===== src/rtl/uart_tx_fifo.sv =====
// Byte FIFO between the LPC host side and a UART transmitter, with a small
// launch FSM that hands one byte at a time to the transmitter and tracks its busy handshake.
module uart_tx_fifo #(
  parameter int DEPTH_LOG2 = 4,
  parameter int BUSY_WAIT  = 4
) (
  input  logic                  LPC_CLK,
  input  logic                  LPC_RST,
  input  logic [7:0]            wr_data,
  input  logic                  wr_valid,
  input  logic                  ovf_clr,
  output logic [7:0]            tx_data,
  output logic                  tx_valid,
  input  logic                  tx_busy,
  output logic [DEPTH_LOG2:0]   count,
  output logic                  empty,
  output logic                  full,
  output logic                  overflow
);

  localparam int DEPTH = 1 << DEPTH_LOG2;
  localparam int WW    = (BUSY_WAIT > 1) ? $clog2(BUSY_WAIT) : 1;
  localparam logic [DEPTH_LOG2:0] DEPTH_CNT = (DEPTH_LOG2 + 1)'(DEPTH);
  localparam logic [WW-1:0]       WAIT_LAST = WW'(BUSY_WAIT - 1);

  typedef enum logic [1:0] {IDLE, WAIT_BUSY, WAIT_DONE} state_t;

  logic [7:0]            mem [DEPTH];
  logic [DEPTH_LOG2-1:0] rd_ptr_r, wr_ptr_r;
  logic [DEPTH_LOG2:0]   count_r, count_s;
  logic                  empty_r, full_r, overflow_r;
  logic [7:0]            tx_data_r;
  logic                  tx_valid_r;
  logic [WW-1:0]         wait_cnt_r, wait_cnt_s;
  state_t                state_r, state_s;
  logic                  pop_s, push_s, drop_s;

  // Launch FSM: next state, busy-wait counter and the pop decision
  always_comb begin
    state_s    = state_r;
    wait_cnt_s = wait_cnt_r;
    pop_s      = 1'b0;
    case (state_r)
      IDLE: begin
        if (!empty_r && !tx_busy) begin
          pop_s      = 1'b1;
          state_s    = WAIT_BUSY;
          wait_cnt_s = {WW{1'b0}};
        end else begin
          state_s = IDLE;
        end
      end
      WAIT_BUSY: begin
        if (tx_busy) begin
          state_s = WAIT_DONE;
        end else if (wait_cnt_r == WAIT_LAST) begin
          state_s = IDLE;
        end else begin
          wait_cnt_s = wait_cnt_r + WW'(1);
        end
      end
      WAIT_DONE: begin
        if (!tx_busy) begin
          state_s = IDLE;
        end else begin
          state_s = WAIT_DONE;
        end
      end
      default: begin
        state_s    = IDLE;
        wait_cnt_s = {WW{1'b0}};
      end
    endcase
  end

  // Write acceptance: a full FIFO still takes a byte when a launch frees a slot at the same edge
  always_comb begin
    push_s = wr_valid & (~full_r | pop_s);
    drop_s = wr_valid & full_r & ~pop_s;
    case ({push_s, pop_s})
      2'b10:   count_s = count_r + (DEPTH_LOG2 + 1)'(1);
      2'b01:   count_s = count_r - (DEPTH_LOG2 + 1)'(1);
      default: count_s = count_r;
    endcase
  end

  // Control state, pointers, flags and the registered transmitter interface
  always_ff @(posedge LPC_CLK or posedge LPC_RST) begin
    if (LPC_RST) begin
      state_r    <= IDLE;
      wait_cnt_r <= {WW{1'b0}};
      rd_ptr_r   <= {DEPTH_LOG2{1'b0}};
      wr_ptr_r   <= {DEPTH_LOG2{1'b0}};
      count_r    <= {(DEPTH_LOG2 + 1){1'b0}};
      empty_r    <= 1'b1;
      full_r     <= 1'b0;
      overflow_r <= 1'b0;
      tx_data_r  <= 8'h00;
      tx_valid_r <= 1'b0;
    end else begin
      state_r    <= state_s;
      wait_cnt_r <= wait_cnt_s;
      count_r    <= count_s;
      empty_r    <= (count_s == {(DEPTH_LOG2 + 1){1'b0}});
      full_r     <= (count_s == DEPTH_CNT);
      overflow_r <= drop_s | (overflow_r & ~ovf_clr);
      tx_valid_r <= pop_s;
      if (push_s) begin
        wr_ptr_r <= wr_ptr_r + DEPTH_LOG2'(1);
      end
      if (pop_s) begin
        rd_ptr_r  <= rd_ptr_r + DEPTH_LOG2'(1);
        tx_data_r <= mem[rd_ptr_r];
      end
    end
  end

  // Storage array; contents are don't-care after reset
  always_ff @(posedge LPC_CLK) begin
    if (push_s) begin
      mem[wr_ptr_r] <= wr_data;
    end
  end

  assign tx_data  = tx_data_r;
  assign tx_valid = tx_valid_r;
  assign count    = count_r;
  assign empty    = empty_r;
  assign full     = full_r;
  assign overflow = overflow_r;

endmodule


===== config.mk =====
export PLATFORM = sky130hd
export DESIGN_NAME = uart_tx_fifo
export DESIGN_NICKNAME = d
export VERILOG_FILES = /design/src/rtl/uart_tx_fifo.sv
export SDC_FILE = /design/constraint.sdc
export NUM_CORES = 1
export LEC_CHECK = 0
export CAP_MARGIN = 20
export CORE_UTILIZATION = 46
export DETAILED_ROUTE_END_ITERATION = 10
export GPL_TIMING_DRIVEN = 1
export HOLD_SLACK_MARGIN = 0.1
export PLACE_DENSITY = 0.72
export SLEW_MARGIN = 40
export SYNTH_ARGS = -nofsm -noshare
export SYNTH_HDL_FRONTEND = slang
export SYNTH_SLANG_ARGS = --single-unit

===== constraint.sdc =====
create_clock -name LPC_CLK -period 3.92 [get_ports LPC_CLK]
set_input_delay 0.98 -clock LPC_CLK [delete_from_list [all_inputs] [get_ports LPC_CLK]]
set_output_delay 0.98 -clock LPC_CLK [all_outputs]
set_load 0.02 [all_outputs]

### After elaboration in Yosys (flattened, before gate mapping)

Memory sizes are Yosys's and may differ from the RTL's. A register that Yosys moved wholly into a read port is not among the register bits.
Index checks and enable logic that the tools add are counted.

| operators by class | value |
|---|---|
| $add $sub $neg | 5 |
| equality and inequality tests | 10 |
| multiplexer cells | 14 |
| bitwise logic cells | 10 |
| reduce and logical (&&, ||, !) cells | 6 |

Operators with widths:

| cell | number |
|---|---|
| 2-bit two-way mux | 6 |
| 2-bit one-hot mux with 3 select lines | 2 |
| 5-bit one-hot mux with 2 select lines | 1 |
| 4-bit by 1-bit adder with 4-bit output (second input constant) | 2 |
| 2-bit equality test (second input constant) | 3 |
| 2-bit != test (second input constant) | 3 |
| 5-bit by 1-bit adder with 5-bit output (second input constant) | 1 |
| 5-bit equality test (second input constant) | 1 |
| 5-bit zero test | 1 |
| 1-bit two-way mux | 5 |
| 5-bit by 1-bit subtractor with 5-bit output (second input constant) | 1 |
| 1-bit bitwise AND | 4 |
| 2-bit by 1-bit equality test with 1-bit output (second input constant) | 2 |
| 1-bit NOT | 4 |
| 4-bit AND reduction | 1 |
| 3-bit != test (second input constant) | 1 |
| 2-bit by 1-bit adder with 2-bit output (second input constant) | 1 |
| 1-bit zero test | 2 |
| 2-bit zero test | 1 |
| 1-bit OR | 2 |
| 1-bit logical AND | 1 |

| storage, ports and cells | value |
|---|---|
| bits in registers | 21 |
| RAM bits | 128 |
| input port bits | 13 |
| output and inout port bits | 17 |
| word-level logic and storage cells | 55 |
| memories | 1 |

Memory list:

| memory | words | width | rd ports | clocked after memory_dff | wr ports | line | RTL |
|---|---|---|---|---|---|---|---|
| mem | 16 | 8 | 1 | 1 | 1 | 28 | `logic [7:0] mem [DEPTH];` |

### Depth between registers and ports, before layout

| depth | value |
|---|---|
| word-level depth | 9 |
| depth in mapped cells | 14 |
| depth with buffers taken out | 13 |

### Least setup slack after synthesis

OpenSTA, ideal clock, no wires.

| timing path | value |
|---|---|
| kind | in2reg |
| from | input port tx_busy |
| to | register full_r (netlist: full) |
| setup time | 0.088 ns |
| arrival | 3.268 ns |
| required time | 3.832 ns |
| setup slack | 0.564 ns |
| cell stages on the path | 12 |
| buffers on the path | 1 |
| cells stage by stage | or3b_2 a21boi_1 inv_1 ha_1 clkbuf_1 xor2_1 ha_1 a21oi_1 xnor2_1 nor4bb_1 a21oi_1 nor3b_1 |

| between the ends | value |
|---|---|
| longest elaborated chain between the ends | 9 |
| elaborated cells between the ends (all ways) | 10 |
| classes of those cells | eq/ne (3); mux (3); bitwise (2); reduce/logical (2) |

Ends and longest elaborated chain:

| item | line | RTL |
|---|---|---|
| from (decl) | 14 | `input logic tx_busy,` |
| 1-bit zero test * | n/a |  |
| 1-bit logical AND * | 45 | `if (!empty_r && !tx_busy) begin` |
| 1-bit two-way mux * | 45 |  |
| 1-bit two-way mux * | 43 | `case (state_r)` |
| 1-bit OR | 78 | `push_s = wr_valid & (~full_r \| pop_s);` |
| 1-bit bitwise AND | 78 |  |
| 2-bit by 1-bit equality test with 1-bit output or 2-bit equality test (tied branches) | 80 | `case ({push_s, pop_s})` |
| 5-bit one-hot mux with 2 select lines * | 80 |  |
| 5-bit equality test * | 105 | `full_r <= (count_s == DEPTH_CNT);` |
| to (signal assigned) | 105 |  |
| to (decl) | 31 | `logic empty_r, full_r, overflow_r;` |

Mark *: on every way between the ends. The rest lies on a longest branch, timed or not.
A chain may end at the register's enable or synchronous reset.

### Worst setup path in the final report

| timing path | value |
|---|---|
| from | input port tx_busy |
| to | register full_r (netlist: full) |

| between the ends | value |
|---|---|
| longest elaborated chain between the ends | 9 |
| elaborated cells between the ends (all ways) | 10 |
| classes of those cells | eq/ne (3); mux (3); bitwise (2); reduce/logical (2) |

Ends and longest elaborated chain:

| item | line | RTL |
|---|---|---|
| 1-bit zero test * | n/a |  |
| 1-bit logical AND * | 45 |  |
| 1-bit two-way mux * | 45 |  |
| 1-bit two-way mux * | 43 |  |
| 1-bit OR | 78 |  |
| 1-bit bitwise AND | 78 |  |
| 2-bit by 1-bit equality test with 1-bit output or 2-bit equality test (tied branches) | 80 |  |
| 5-bit one-hot mux with 2 select lines * | 80 |  |
| net count_s[4] | 30 | `logic [DEPTH_LOG2:0] count_r, count_s;` |
| 5-bit equality test * | 105 |  |

The timed path passes the listed nets; every way through them passes the cells marked *.

==> results.md <==
Logic synthesis:
- Synthesis produced a netlist with a net count of roughly 380.
- The post-synthesis instance area is 0.006474 mm².
- In this run the mean area of a mapped cell was ~18 µm².
- Yosys mapped a number of flops with a built-in enable equal to about 130.
- sky130_fd_sc_hd__edfxtp_1 is the most common cell in the netlist.
- In the synthesized netlist the dominant register cell turns out to be sky130_fd_sc_hd__edfxtp_1.
- The most area-hungry cell type in the Yosys netlist is sky130_fd_sc_hd__edfxtp_1.
- Of the synthesized area, sequential elements account for between 70 and 80%.
- The number of distinct library cells after synthesis is 44.
- The synthesized design contains 157 register bits.
- In the synthesized netlist the async set-or-reset flop fraction comes to 18.47%.
- In the synthesized netlist, the cells that appear most often are 128 x sky130_fd_sc_hd__edfxtp_1, 28 x sky130_fd_sc_hd__dfrtp_1, 26 x sky130_fd_sc_hd__mux4_2.
- The total of warnings raised by yosys is 0.
- Ranked by total cell area, the synthesized netlist is headed by sky130_fd_sc_hd__edfxtp_1 59%, sky130_fd_sc_hd__dfrtp_1 11%, sky130_fd_sc_hd__mux4_2 9.0%, sky130_fd_sc_hd__ha_1 2.5%, sky130_fd_sc_hd__mux4_1 2.4%.
- In the synthesized netlist, the number of instances is between 300 and 400.
- The proportion of netlist area held by the largest area contributor is between 50% and 60%.

Worst hold path:
- The number of instances on the worst hold path is 2.
- The startpoint of the lowest-slack hold path is wait_cnt_r[1].
- The path with the worst hold slack has its endpoint at wait_cnt_r[1].
- The class of the tightest hold or removal check is flop to flop.

Placement:
- The HPWL after detailed placement is 7928 µm.
- At the end of routability-driven placement, the weighted congestion stood at slightly below 0.8.
- The number of I/O port buffers is 29.
- The placed instances occupy a cell area of between 0.006 and 0.007 mm².
- The number of placed instances with taps included is approximately 550.

Route:
- For this block, the initial DRC count from the detailed router was roughly 130.
- For this run, the detailed router's first-pass iteration total came to 4.
- The vias after detailed routing is ~3,300.
- The post-detailed-route wirelength per cell is 20.57 µm.
- The final routed wirelength across all metal layers is between 10,000 and 15,000 µm.
- In this run the remaining antenna-violating nets after routing total 0.
- The mean number of vias per cell is 5.581.
- In the routed design, unresolved DRC markers number 0.

STA:
- The relative slew slack is 46.52%.
- At the pin with the least slew margin, the transition time is between 800 and 900 ps.
- Summed over all failing endpoints, the final setup total negative slack is 0 ps.
- The number of slew-limit violations in the final report is 0.
- The ratio of final minimum period to clock period is between 80% and 90%.
- The count of endpoints failing hold in the final timing report is 0.
- The final count of negative-setup-slack endpoints is 0.
- Setup repair after global routing left no endpoint under its margin.
- The post-layout minimum cycle time is 3485 ps.
- The worst clock skew is approximately 9.3 ps.
- The maximum clock rate is around 290 MHz.

Global routing:
- The global-route congestion overflow total is 0.
- The maximum number of pins on one net before global-route repair is 30.
- The number of antenna violations at the first check in global routing came to 0.
- The via count of the first global-routing pass is 3,274.
- The total routing usage reported by global routing is between 10% and 20%.
- The first global-routing pass estimated 18,720 µm of wire.

Die:
- The number of top-level pins is 30.
- The effective utilization at floorplan is between 40% and 50%.
- The die extent in y is between 100 and 150 µm.
- In this run the standard cell core region covers 0.01351 mm².
- The die covers 0.01455 mm².
- The die extent in x is approximately 120 µm.
- The floorplan has 42 rows.

Worst setup path:
- The kind of capture point of the worst setup path is a flop.
- The depth of the most critical reg-to-reg path is 13.
- In this run the critical register-to-register path is launched from state_r[1].
- The data arrival time of the critical path is about 3800 ps.
- In this run the critical register-to-register path is captured at full.
- The path type of the worst setup path is primary input to flop.
- Along the worst path, the maximum fanout reaches 4.
- The required time reported for the critical path endpoint is 4250 ps.
- The worst register-to-register path has a setup slack of between 700 and 800 ps.
- STA classifies the critical path startpoint as a primary input.

Clock tree:
- The clock tree from TritonCTS is yes.
- The count of instances resized after the clock tree is built is 0.
- The cell at the root of the clock tree is sky130_fd_sc_hd__clkbuf_16.
- At the later pin of the worst-skew pair, clock insertion delay measures between 400 and 500 ps.
- The longest clock path from root to sink contains 2 buffers.
- Counting the buffers created by CTS gives 17.
- The CTS sink count is approximately 160.
- The buffer count from post-CTS setup fixing is 0.
- CTS built an H-tree with a depth of 4.
- Buffers inserted to repair hold after CTS numbered 0.
- The clock slew seen by the registers of the worst setup and hold paths is around 60 ps.

Final layout:
- The area of combinational cells with multiple inputs is around 0.0018 mm².
- Counting the fill cells in the layout gives ~1,000.
- The area growth from synthesis to layout is 16.35%.
- For this run, the post-layout net count is between 400 and 500.
- The total non-filler cell area in the finished layout is 0.007532 mm².
- 0 antenna diodes ended up in the layout.
- Cells with a size suffix above 1 make up 20.54% of the layout.
- The flip-flop and latch area is roughly 0.0046 mm².
- Once layout is complete, the cells apart from fillers number ~590.

Power:
- In this run the static leakage power is around 2.6 nW.
- Across the VDD grid, the largest voltage drop is roughly 0.4 mV.
- For this design the ratio of total power to cell area is 743.7 mW/mm².

Run:
- The number of maximum-capacitance violations is 0.

Run status:
- The flow ran to the end, and the final reports show no timing, DRC or antenna violations.
==> cells by family (layout without fill, tap and decap cells) <==
group	after synthesis	in the layout	synth area share [%]
xor gates and xnor gates	11	11	1.488
DFF	157	157	70.60
adders and majority gates	13	13	2.513
and+or+nand+nor	66	66	5.759
AOI/OAI and AO/OA	28	28	3.209
buffers and inverters	27	85	2.145
muxes	49	49	14.28
==> final cells by class <==
class	instances	share of cell area, %
multi-input cells	167	23.42
flip-flops and latches	157	60.71
inverters	8	0.3987
clock buffers	19	5.748
well taps	176	2.924
clock inverters	13	1.346
repair buffers	45	5.449
==> worst max-delay path: stages <==
cell and delay (ps):
sky130_fd_sc_hd__clkdlybuf4s50_1 420, sky130_fd_sc_hd__or3b_2 490, sky130_fd_sc_hd__a21boi_1 260, sky130_fd_sc_hd__inv_1 140, sky130_fd_sc_hd__ha_1 220, sky130_fd_sc_hd__xor2_1 160
sky130_fd_sc_hd__ha_1 230, sky130_fd_sc_hd__o21ai_0 100, sky130_fd_sc_hd__a221oi_1 250, sky130_fd_sc_hd__o211ai_1 140, sky130_fd_sc_hd__xnor2_1 220, sky130_fd_sc_hd__nor3b_1 210
==> metrics by stage <==
stage                     power (W)  utilization [%]  worst slack [ps]  hold WS (ps)
final                      0.005601            55.77             434.6         503.8
after global routing       0.005884            55.77             169.6         534.0
after CTS                  0.005646            55.76             426.0         514.5
after detailed placement   0.004166            51.81             2.633         499.1
after global placement     0.004115            51.81             146.3         469.6
after floorplan            0.003602                -             563.6         453.8
==> per-layer routing <==
layer  track usage [%]  part of all wire (%)  up-vias
met1             24.02                    46     1682
met4             6.250                   1.4        0
met2             29.49                    49       75
li1                  -                     -     1493
met3             5.000                   3.6       15
met5                 0                     0        -
==> cells in the final DEF, fill, tap and decap left out, types with 3 or more instances in the layout <==
master                            netlist  final
sky130_fd_sc_hd__edfxtp_1             128    128
sky130_fd_sc_hd__clkdlybuf4s50_1        0     29
sky130_fd_sc_hd__mux4_2                26     26
sky130_fd_sc_hd__dfrtp_1               28     26
sky130_fd_sc_hd__clkbuf_16              0     17
sky130_fd_sc_hd__nand2_1               16     16
sky130_fd_sc_hd__buf_4                  2     16
sky130_fd_sc_hd__and2_1                14     14
sky130_fd_sc_hd__ha_1                  13     13
sky130_fd_sc_hd__nor3_1                10     10
sky130_fd_sc_hd__mux2_2                 9      9
sky130_fd_sc_hd__xnor2_1                9      9
sky130_fd_sc_hd__mux2i_1                8      8
sky130_fd_sc_hd__o21ai_0                8      8
sky130_fd_sc_hd__inv_1                  8      7
sky130_fd_sc_hd__a221o_1                7      7
sky130_fd_sc_hd__mux4_1                 6      6
sky130_fd_sc_hd__nor2_1                 4      4
sky130_fd_sc_hd__and4_1                 4      4
sky130_fd_sc_hd__clkinv_2               0      4
sky130_fd_sc_hd__nand3_1                3      3
sky130_fd_sc_hd__nor2b_1                3      3
sky130_fd_sc_hd__nor3b_1                3      3
sky130_fd_sc_hd__clkinv_1               0      3
sky130_fd_sc_hd__clkinvlp_4             0      3
==> sequential cells by signal, summed over array words and instances (netlist names) <==
register,flops
overflow,1
mem,128
wr_ptr_r,4
state_r,2
empty,1
full,1
tx_data,8
rd_ptr_r,4
wait_cnt_r,2
count,5
tx_valid,1
==> how the worst max path moves through the flow <==
stage / start / end / slack (ps) / cells past startpoint
2_1_floorplan: tx_busy / full / 560 / 12
3_3_place_gp: tx_busy / full / 150 / 12
3_5_place_dp: tx_busy / full / 3 / 12
4_1_cts: tx_busy / full / 430 / 12
5_1_grt: tx_busy / full / 170 / 12
6_report: tx_busy / full / 430 / 12
==> power by group <==
part	switching, W	internal [W]	leakage [nW]
clock	0.000618	0.000861	0.255
sequential	0.000291	0.00209	1.51
combinational	0.000851	0.000888	0.851
Note: power is estimated with default switching activity, not from simulation.
